<file path="src/rtl/uart_frame_pkg.sv">
// uart_frame_pkg
//   Shared definitions for the RFC1662-style framer/deframer pair:
//   framing byte values, FCS-16 (CRC-16/X-25) constants, completion status
//   codes, receiver state encoding and a one-byte FCS update function.
package uart_frame_pkg;

   localparam logic [7:0]  FLAG     = 8'h7E;
   localparam logic [7:0]  ESC      = 8'h7D;
   localparam logic [7:0]  ESC_XOR  = 8'h20;
   localparam logic [15:0] FCS_INIT = 16'hFFFF;
   localparam logic [15:0] FCS_GOOD = 16'hF0B8;  // residue after a frame plus its own FCS
   localparam logic [15:0] FCS_POLY = 16'h8408;  // 0x1021 bit-reversed

   localparam logic [1:0] ERR_OK    = 2'd0;
   localparam logic [1:0] ERR_FCS   = 2'd1;
   localparam logic [1:0] ERR_LEN   = 2'd2;
   localparam logic [1:0] ERR_ABORT = 2'd3;

   typedef enum logic [1:0] {
      ST_HUNT = 2'd0,
      ST_FLAG = 2'd1,
      ST_DATA = 2'd2,
      ST_ESC  = 2'd3
   } rx_state_t;

   // Fold one byte into the running FCS, LSB first.
   function automatic logic [15:0] fcs16_byte(input logic [15:0] fcs_in, input logic [7:0] byte_in);
      logic [15:0] c;
      c = fcs_in ^ {8'h00, byte_in};
      for (int i = 0; i < 8; i++) begin
         if (c[0]) begin
            c = {1'b0, c[15:1]} ^ FCS_POLY;
         end else begin
            c = {1'b0, c[15:1]};
         end
      end
      return c;
   endfunction

endpackage

</file>
<file path="src/rtl/uart_frame_rx_fcs16_accum.sv">
// fcs16_accum
//   Running FCS-16 register. Shared between the receive deframer and the
//   transmit framer.
//   clk, reset : clock, async active-high reset (register -> FCS_INIT)
//   clear      : synchronous return to FCS_INIT (wins over update)
//   update     : fold data[7:0] into the register this cycle
//   fcs[15:0]  : current register value
module fcs16_accum
   import uart_frame_pkg::*;
(
   input  logic        clk,
   input  logic        reset,
   input  logic        clear,
   input  logic        update,
   input  logic [7:0]  data,
   output logic [15:0] fcs
);

   logic [15:0] fcs_q;

   // FCS register with clear priority over update
   always_ff @(posedge clk or posedge reset) begin
      if (reset) begin
         fcs_q <= FCS_INIT;
      end else if (clear) begin
         fcs_q <= FCS_INIT;
      end else if (update) begin
         fcs_q <= fcs16_byte(fcs_q, data);
      end else begin
         fcs_q <= fcs_q;
      end
   end

   assign fcs = fcs_q;

endmodule

</file>
<file path="src/rtl/uart_frame_rx.sv">
// uart_frame_rx
//   Deframes a uart_rx byte stream: 0x7E flags, 0x7D escapes, FCS-16 check.
//   Payload streams out unbuffered with the two FCS bytes held back by a
//   2-entry delay line; a status pulse follows each frame.
//   clk, reset             : clock, async active-high reset
//   in_data/in_strobe      : incoming byte and its one-cycle valid
//   out_data/out_strobe    : de-escaped payload byte and its valid
//   frame_done             : end-of-frame pulse (close, abort, overflow)
//   frame_err/frame_len    : status and OK length, held until next frame_done
module uart_frame_rx
   import uart_frame_pkg::*;
#(
   parameter int MAX_LEN = 256,
   parameter int LEN_W   = $clog2(MAX_LEN + 1)
)
(
   input  logic             clk,
   input  logic             reset,
   input  logic [7:0]       in_data,
   input  logic             in_strobe,
   output logic [7:0]       out_data,
   output logic             out_strobe,
   output logic             frame_done,
   output logic [1:0]       frame_err,
   output logic [LEN_W-1:0] frame_len
);

   localparam int CNT_W = $clog2(MAX_LEN + 4);
   // Count just before the byte that would overflow the frame
   localparam logic [CNT_W-1:0] CNT_LAST = CNT_W'(MAX_LEN + 2);

   rx_state_t        state_q, state_d;
   logic [CNT_W-1:0] cnt_q, cnt_d;
   logic [7:0]       dly0_q, dly0_d, dly1_q, dly1_d;  // dly0 is the older byte
   logic [7:0]       out_data_q, out_data_d;
   logic             out_strobe_q, out_strobe_d;
   logic             frame_done_q, frame_done_d;
   logic [1:0]       frame_err_q, frame_err_d;
   logic [LEN_W-1:0] frame_len_q, frame_len_d;

   logic             accept_s, close_s, abort_s, ovf_s;
   logic [7:0]       acc_byte_s;
   logic             fcs_clear_s, fcs_update_s;
   logic [15:0]      fcs_s;

   fcs16_accum u_fcs (
      .clk    (clk),
      .reset  (reset),
      .clear  (fcs_clear_s),
      .update (fcs_update_s),
      .data   (acc_byte_s),
      .fcs    (fcs_s)
   );

   // Classify the incoming byte against the current state
   always_comb begin
      accept_s   = 1'b0;
      close_s    = 1'b0;
      abort_s    = 1'b0;
      acc_byte_s = in_data;
      if (in_strobe) begin
         case (state_q)
            ST_FLAG: begin
               if ((in_data != FLAG) && (in_data != ESC)) begin
                  accept_s = 1'b1;
               end else begin
                  accept_s = 1'b0;
               end
            end
            ST_DATA: begin
               if (in_data == FLAG) begin
                  close_s = 1'b1;
               end else if (in_data != ESC) begin
                  accept_s = 1'b1;
               end else begin
                  accept_s = 1'b0;
               end
            end
            ST_ESC: begin
               if (in_data == FLAG) begin
                  abort_s = 1'b1;
               end else begin
                  accept_s   = 1'b1;
                  acc_byte_s = in_data ^ ESC_XOR;
               end
            end
            default: begin
               accept_s = 1'b0;
            end
         endcase
      end else begin
         accept_s = 1'b0;
      end
      ovf_s = accept_s && (cnt_q == CNT_LAST);
   end

   // State register
   always_ff @(posedge clk or posedge reset) begin
      if (reset) begin
         state_q <= ST_HUNT;
      end else begin
         state_q <= state_d;
      end
   end

   // Next-state logic
   always_comb begin
      state_d = state_q;
      if (ovf_s) begin
         state_d = ST_HUNT;
      end else if (in_strobe) begin
         case (state_q)
            ST_HUNT: state_d = (in_data == FLAG) ? ST_FLAG : ST_HUNT;
            ST_FLAG: begin
               if (in_data == FLAG) begin
                  state_d = ST_FLAG;
               end else if (in_data == ESC) begin
                  state_d = ST_ESC;
               end else begin
                  state_d = ST_DATA;
               end
            end
            ST_DATA: begin
               if (in_data == FLAG) begin
                  state_d = ST_FLAG;
               end else if (in_data == ESC) begin
                  state_d = ST_ESC;
               end else begin
                  state_d = ST_DATA;
               end
            end
            ST_ESC:  state_d = (in_data == FLAG) ? ST_FLAG : ST_DATA;
            default: state_d = ST_HUNT;
         endcase
      end else begin
         state_d = state_q;
      end
   end

   // Output / datapath next-state: counter, delay line, payload and status
   always_comb begin
      cnt_d        = cnt_q;
      dly0_d       = dly0_q;
      dly1_d       = dly1_q;
      out_data_d   = out_data_q;
      out_strobe_d = 1'b0;
      frame_done_d = 1'b0;
      frame_err_d  = frame_err_q;
      frame_len_d  = frame_len_q;
      fcs_clear_s  = 1'b0;
      fcs_update_s = 1'b0;
      if (ovf_s) begin
         frame_done_d = 1'b1;
         frame_err_d  = ERR_LEN;
         frame_len_d  = '0;
         cnt_d        = '0;
         fcs_clear_s  = 1'b1;
      end else if (accept_s) begin
         fcs_update_s = 1'b1;
         cnt_d        = cnt_q + CNT_W'(1);
         // The line always shifts; it only holds two real bytes once cnt >= 2
         dly0_d       = dly1_q;
         dly1_d       = acc_byte_s;
         if (cnt_q >= CNT_W'(2)) begin
            out_strobe_d = 1'b1;
            out_data_d   = dly0_q;
         end else begin
            out_strobe_d = 1'b0;
         end
      end else if (close_s) begin
         frame_done_d = 1'b1;
         cnt_d        = '0;
         fcs_clear_s  = 1'b1;
         if (cnt_q < CNT_W'(3)) begin
            frame_err_d = ERR_LEN;
            frame_len_d = '0;
         end else if (fcs_s != FCS_GOOD) begin
            frame_err_d = ERR_FCS;
            frame_len_d = '0;
         end else begin
            frame_err_d = ERR_OK;
            frame_len_d = LEN_W'(cnt_q - CNT_W'(2));
         end
      end else if (abort_s) begin
         frame_done_d = 1'b1;
         frame_err_d  = ERR_ABORT;
         frame_len_d  = '0;
         cnt_d        = '0;
         fcs_clear_s  = 1'b1;
      end else begin
         fcs_clear_s  = 1'b0;
      end
   end

   // Datapath and output registers
   always_ff @(posedge clk or posedge reset) begin
      if (reset) begin
         cnt_q        <= '0;
         dly0_q       <= 8'h00;
         dly1_q       <= 8'h00;
         out_data_q   <= 8'h00;
         out_strobe_q <= 1'b0;
         frame_done_q <= 1'b0;
         frame_err_q  <= ERR_OK;
         frame_len_q  <= '0;
      end else begin
         cnt_q        <= cnt_d;
         dly0_q       <= dly0_d;
         dly1_q       <= dly1_d;
         out_data_q   <= out_data_d;
         out_strobe_q <= out_strobe_d;
         frame_done_q <= frame_done_d;
         frame_err_q  <= frame_err_d;
         frame_len_q  <= frame_len_d;
      end
   end

   assign out_data   = out_data_q;
   assign out_strobe = out_strobe_q;
   assign frame_done = frame_done_q;
   assign frame_err  = frame_err_q;
   assign frame_len  = frame_len_q;

endmodule

</file>
<file path="config.mk">
export PLATFORM = sky130hd
export DESIGN_NAME = uart_frame_rx
export DESIGN_NICKNAME = d
export VERILOG_FILES = /design/src/rtl/uart_frame_pkg.sv /design/src/rtl/uart_frame_rx_fcs16_accum.sv /design/src/rtl/uart_frame_rx.sv
export SDC_FILE = /design/constraint.sdc
export NUM_CORES = 1
export LEC_CHECK = 0
export BUFFER_PORTS_ARGS = -buffer_cell sky130_fd_sc_hd__clkbuf_2
export CAP_MARGIN = 20
export CORE_UTILIZATION = 55
export CTS_CLUSTER_SIZE = 30
export DETAILED_ROUTE_END_ITERATION = 12
export PLACE_DENSITY = 0.75
export SLEW_MARGIN = 10
export SYNTH_ARGS = -nofsm -noshare
export SYNTH_HDL_FRONTEND = slang
export SYNTH_SLANG_ARGS = --single-unit
</file>
<file path="constraint.sdc">
create_clock -name clk -period 3.5 [get_ports clk]
set_input_delay 0.175 -clock clk [delete_from_list [all_inputs] [get_ports clk]]
set_output_delay 0.175 -clock clk [all_outputs]
set_load 0.01 [all_outputs]
</file>
-- Word level (Yosys, flattened, before mapping)
Cells that the tools add are included.
- register bits after elaboration: 64
- bits of input ports: 11
- output and inout bits: 21
- add/subtract/negate cells: 2
- magnitude comparators: 2
- equality and inequality tests: 10
- muxes and demuxes: 69
- bitwise gates (word level): 11
- reductions and logical operators: 11
- operators with widths (operator ; count):
    $mux 16 ; 24
    $mux 9 ; 9
    $not 2->3 ; 8
    $mux 1 ; 22
    $mux 2 ; 9
    $mux 6 ; 3
    $eq 8x7->1 const B ; 2
    $ne 16x16->1 const B ; 1
    $ne 8x7->1 const B ; 2
    $xor 16x8->16 ; 1
    $add 9x1->9 const B ; 1
    $eq 9x9->1 const B ; 1
    $ge 9x2->1 const B ; 1
    $lt 9x2->1 const B ; 1
    $sub 9x2->9 const B ; 1
    $pmux 2 s3 ; 1
    $eq 2x2->1 const B ; 2
    $reduce_and 2->1 ; 2
    $reduce_bool 2->1 ; 2
    $reduce_bool 4->1 ; 1
    $pmux 1 s3 ; 1
    $reduce_and 3->1 ; 1
    $reduce_bool 3->1 ; 1
    $eq 2x1->1 const B ; 1
    other kinds (5) ; 7

-- Logic depth before layout (Yosys ltp)
- depth in word-level cells: 37
- gate-level depth with buffers: 9

-- By module
A second synthesis with hierarchy kept.
- cells, all modules: 285
- area total of the unflattened synthesis: 3493.4 um2
- modules (own cells, without submodules) (module ; instances ; cells an instance ; area an instance (um2) ; seq. area each (um2)):
    uart_frame_rx ; 1 ; 204 ; 2454.9 ; 1201.2
    fcs16_accum ; 1 ; 81 ; 1038.5 ; 420.4

-- Worst setup path before layout
OpenSTA, ideal clock, no wires.
- path kind: reg2reg
- start: register cnt_q[0]
- end: register out_data_q[0], in the netlist out_data[0]
- library setup time: 0.128 ns
- arrival: 1.760 ns
- slack: 1.612 ns
- cell stages (with the launch flop): 8
- period minus slack after synthesis: 1.888 ns
- cell sequence: dfrtp_1 > inv_1 > ha_1 > nor2b_1 > or3b_1 > a21oi_2 > nor2_8 > mux2_1
- word-level cells in the longest chain between the ends: 4
- elaborated cells on any way between the ends: 5
- those cells by class: order compare: 1; eq/ne: 1; bitwise: 1; reduce/logical: 2
- ends and longest elaborated chain (item ; line ; RTL):
    from (decl) ; uart_frame_rx.sv:33 ; logic [CNT_W-1:0] cnt_q, cnt_d;
    from (signal assigned) ; uart_frame_rx.sv:207 ; cnt_q <= cnt_d;
    branches (longest 3 deep; another with $ge 9x2->1) ; -- ;
    $reduce_and 3->1 (no line) (*) ; -- ;
    to (signal assigned) ; uart_frame_rx.sv:210 ; out_data_q <= out_data_d;
    to (decl) ; uart_frame_rx.sv:35 ; logic [7:0] out_data_q, out_data_d;
Every way passes the cells marked *.
A chain may end at the register's enable or synchronous reset.

-- Worst setup path after layout
- start: register state_q[0]
- end: register cnt_q[1]
- word-level cells in the longest chain between the ends: 6
- elaborated cells on any way between the ends: 14
- those cells by class: eq/ne: 3; mux: 9; reduce/logical: 2
- ends and longest elaborated chain (item ; line ; RTL):
    from (decl) ; uart_frame_rx.sv:32 ; rx_state_t state_q, state_d;
    from (signal assigned) ; uart_frame_rx.sv:102 ; state_q <= state_d;
    $eq 2x2->1 ; uart_frame_rx.sv:62 ; case (state_q)
    $mux 1 ; uart_frame_rx.sv:62 ;
    $mux 1 ; uart_frame_rx.sv:61 ; if (in_strobe) begin
    $mux 9 ; uart_frame_rx.sv:170 ; end else if (close_s) begin
    $mux 9 ; uart_frame_rx.sv:158 ; end else if (accept_s) begin
    $mux 9 ; uart_frame_rx.sv:152 ; if (ovf_s) begin
Parallel ways exist; a longest one is shown, timed or not.

==> results.py <==
metrics = {
    "power": {
        "switchingPower_uw": 602,
        "total_leakage_power_nw": 1.69,
        "pwr-share-clk": 0.309,
        "combPwrFrac": 0.214,
        "powerDensity_nw_per_um2": 550,
        "ir_drop_v": 0.000382,
        "netSwitchingFraction": 0.297,
        "p_int_mw": 1.42,
        "power_frac_seq": 0.476,
    },
    "worst_hold_path": {
        "hp-class": "in -> reg",
    },
    "clocking": {
        "clk_pin_slew_ps": 70,
        "ctsRootBufferMaster": "clkbuf_8",
        "clk_latency_ps": 350,
        "numCtsBuffers": 9,
        "clk_path_buf_depth": 2,
        "cts_setup_buffers": 0,
        "cts_tree": "done",
        "cts.sinks": 64,
        "htreeDepth": 3,
    },
    "detailed_routing": {
        "drt_first_pass_iters": 4,
        "drc": 0,
        "viasPerCell": 5.63,
        "antenna_left": 0,
        "vias": 2282,
        "finalWirelength_um": 6700,
        "wl_per_cell_um": 16.5,
        "drt_iter0_drc": 171,
    },
    "final_layout": {
        "fin_nets": 348,
        "n_antenna_cell": 0,
        "area_growth_pct": 12.4,
        "drive_gt1_frac": 0.240,
        "layout_commonest_cell": "nand2_1",
        "fillers": 462,
        "instances_no_fill": 405,
        "layout_common_cells": "nand2_1 (52), dfrtp_1 (48), clkbuf_2 (31)",
    },
    "critical_path": {
        "critPathKind": "reg -> reg",
        "critPathRequiredTime_ps": 3660,
        "arrival_ps": 2430,
        "cp-start-kind": "register",
        "crit_fanout": 25,
        "crit_path_end_kind": "register",
    },
    "timing": {
        "fmax_mhz": 441,
        "setup_viol": 0,
        "worst_pin_slew_ps": 1040,
        "finalMaxSlewViolations": 0,
        "finalClockSkew_ps": 7.35,
        "post-route-min-period_ps": 2270,
        "relSlewSlack": 0.307,
        "hold_viol": 0,
        "rsz0062_at_grt": "false",
        "tns_ps": 0,
        "post-route-period-util": 0.648,
        "setup_ws_ps": 1230,
    },
    "die": {
        "die_area_um2": 6270,
        "floorplan.initialDensity": 0.584,
        "num_rows": 27,
        "core_area_um2": 5610,
        "die_h_um": 79.2,
        "die_w_um": 79.2,
        "boundaryPins": 32,
    },
    "status": {
        "status": "complete, no violations",
    },
    "global_routing": {
        "grt_pass1_vias": 2287,
        "antenna_found_initial": 0,
        "grt_pass1_wl_um": 11500,
        "grt-ovfl-total": 0,
        "grt_max_degree": 50,
        "grt.total_usage": 0.244,
    },
    "yosys": {
        "synth-async-reset-ratio": 1.00,
        "netlist_instances": 295,
        "yosysUniqueCellTypes": 54,
        "syn_area_um2": 3280,
        "synth_edf_count": 0,
        "synthTopCellsByArea": "dfrtp_1 (37%), dfstp_2 (13%), nand2_1 (6.0%)",
        "ys.flop_type": "dfrtp_1",
        "yosysWarnings": 0,
        "synthesis.nets": 315,
        "seq_area_frac_synth": 0.495,
        "synth_top_area_frac": 0.367,
        "synth.avg_cell_area_um2": 11.1,
        "synth-seq-cells": 64,
        "yosysTopAreaCell": "dfrtp_1",
    },
    "placed_design": {
        "io_buffer_count": 31,
        "gp_congestion": 0.830,
        "pre_cts_ws_ps": 1260,
        "dp_cells": 387,
        "hpwl_um": 4590,
    },
    "flow_run": {
        "cap_violations": 0,
    },
}
[cell families after synthesis]
| group | share of synthesized area |
|---|---|
| AO/OA/AOI/OAI | 0.153 |
| flip-flops | 0.495 |
| adder cells (fa/ha/maj) | 0.0344 |
| AND/OR/NAND/NOR | 0.158 |
| buffers and inverters | 0.0332 |
| multiplexers | 0.0306 |
| XOR/XNOR | 0.0959 |
[routing by layer]
layer / track usage / routed length, µm
met3: 0.0529 / 326
met1: 0.345 / 3220
met4: 0.0782 / 48
met5: 0 / 0
met2: 0.374 / 3110
[power groups by stage]
| stage | Sequential [mW] | Combinational [mW] | Clock, mW |
|---|---|---|---|
| after detailed placement | 0.975 | 0.428 | 0 |
| after CTS | 0.963 | 0.432 | 0.640 |
| after floorplan | 0.945 | 0.365 | 0 |
| after global routing | 0.978 | 0.486 | 0.667 |
| final | 0.964 | 0.434 | 0.626 |
| after global placement | 0.972 | 0.418 | 0 |
[Yosys cell counts, types with 2 or more instances]
library cell and count:
xnor2_1 22, inv_1 7, nor2_8 2, nand4_1 2, mux2_1 8, buf_4 6
o22ai_1 3, nor2b_1 2, a21oi_1 2, xor2_1 12, nand3_1 3, nor3_1 6
nor2_1 13, a2bb2oi_1 11, a31oi_1 4, dfstp_2 16, o21ai_1 2, dfrtp_1 48
o211ai_1 2, o21ai_0 5, nand2b_1 4, and3_1 2, ha_1 9, and4_1 3
buf_2 6, o22a_1 5, nand2_1 52, o2bb2ai_1 10, o2111ai_1 2, nor3b_1 2
[registers in the layout, summed over array words and instances (netlist names)]
signal and count:
state_q 2, frame_len 9, dly1_q 8, frame_err 2
u_fcs.fcs 16, frame_done 1, out_strobe 1, out_data 8
cnt_q 9, dly0_q 8
[area by class of cell]
| type | count | area (µm²) | share of cell area |
|---|---|---|---|
| Sequential cell | 64 | 1620 | 0.440 |
| Multi-Input combinational cell | 210 | 1550 | 0.420 |
| Timing Repair Buffer | 35 | 200 | 0.0544 |
| Clock buffer | 9 | 124 | 0.0336 |
| Tap cell | 72 | 90.1 | 0.0245 |
| Clock inverter | 7 | 71.3 | 0.0194 |
| Inverter | 8 | 30.0 | 0.00815 |
[path summary, 6_finish.rpt]
path / cells after the start / slack, ps / endpoint / start
max: 6 / 1230 / cnt_q[1] / state_q[0]
min: 3 / 60 / dly1_q[4] / in_data[4]
max in group asynchronous: 5 / 2320 / u_fcs.fcs[11] / reset
min in group asynchronous: 3 / 320 / dly1_q[1] / reset
min reg2reg: 2 / 480 / dly0_q[3] / dly1_q[3]
max reg2reg: 6 / 1230 / cnt_q[1] / state_q[0]
[worst max-delay path, stage by stage (launching register included)]
cell and delay (ps):
dfrtp_1 380, inv_1 90, ha_1 220, nor2_1 250
a41oi_4 80, o211ai_2 840, o22ai_1 220
[stage by stage]
stage | util | hold slack, ps | power (mW) | cell area [µm²]
6_report | 0.657 | 56.1 | 2.02 | 3680
5_1_grt | 0.657 | 65.3 | 2.13 | 3680
4_1_cts | 0.651 | 49.8 | 2.03 | 3650
3_5_place_dp | 0.616 | 413 | 1.40 | 3460
3_3_place_gp | 0.616 | 413 | 1.39 | 3460
2_1_floorplan | - | 274 | 1.31 | 3280
[repair_timing]
| item | CTS | global route |
|---|---|---|
| hold buffers | 0 | 1 |
| resized for setup | 0 | 0 |
| endpoints found under the hold margin | 0 | 15 |
No activity file was read; power rests on OpenSTA's default activity.
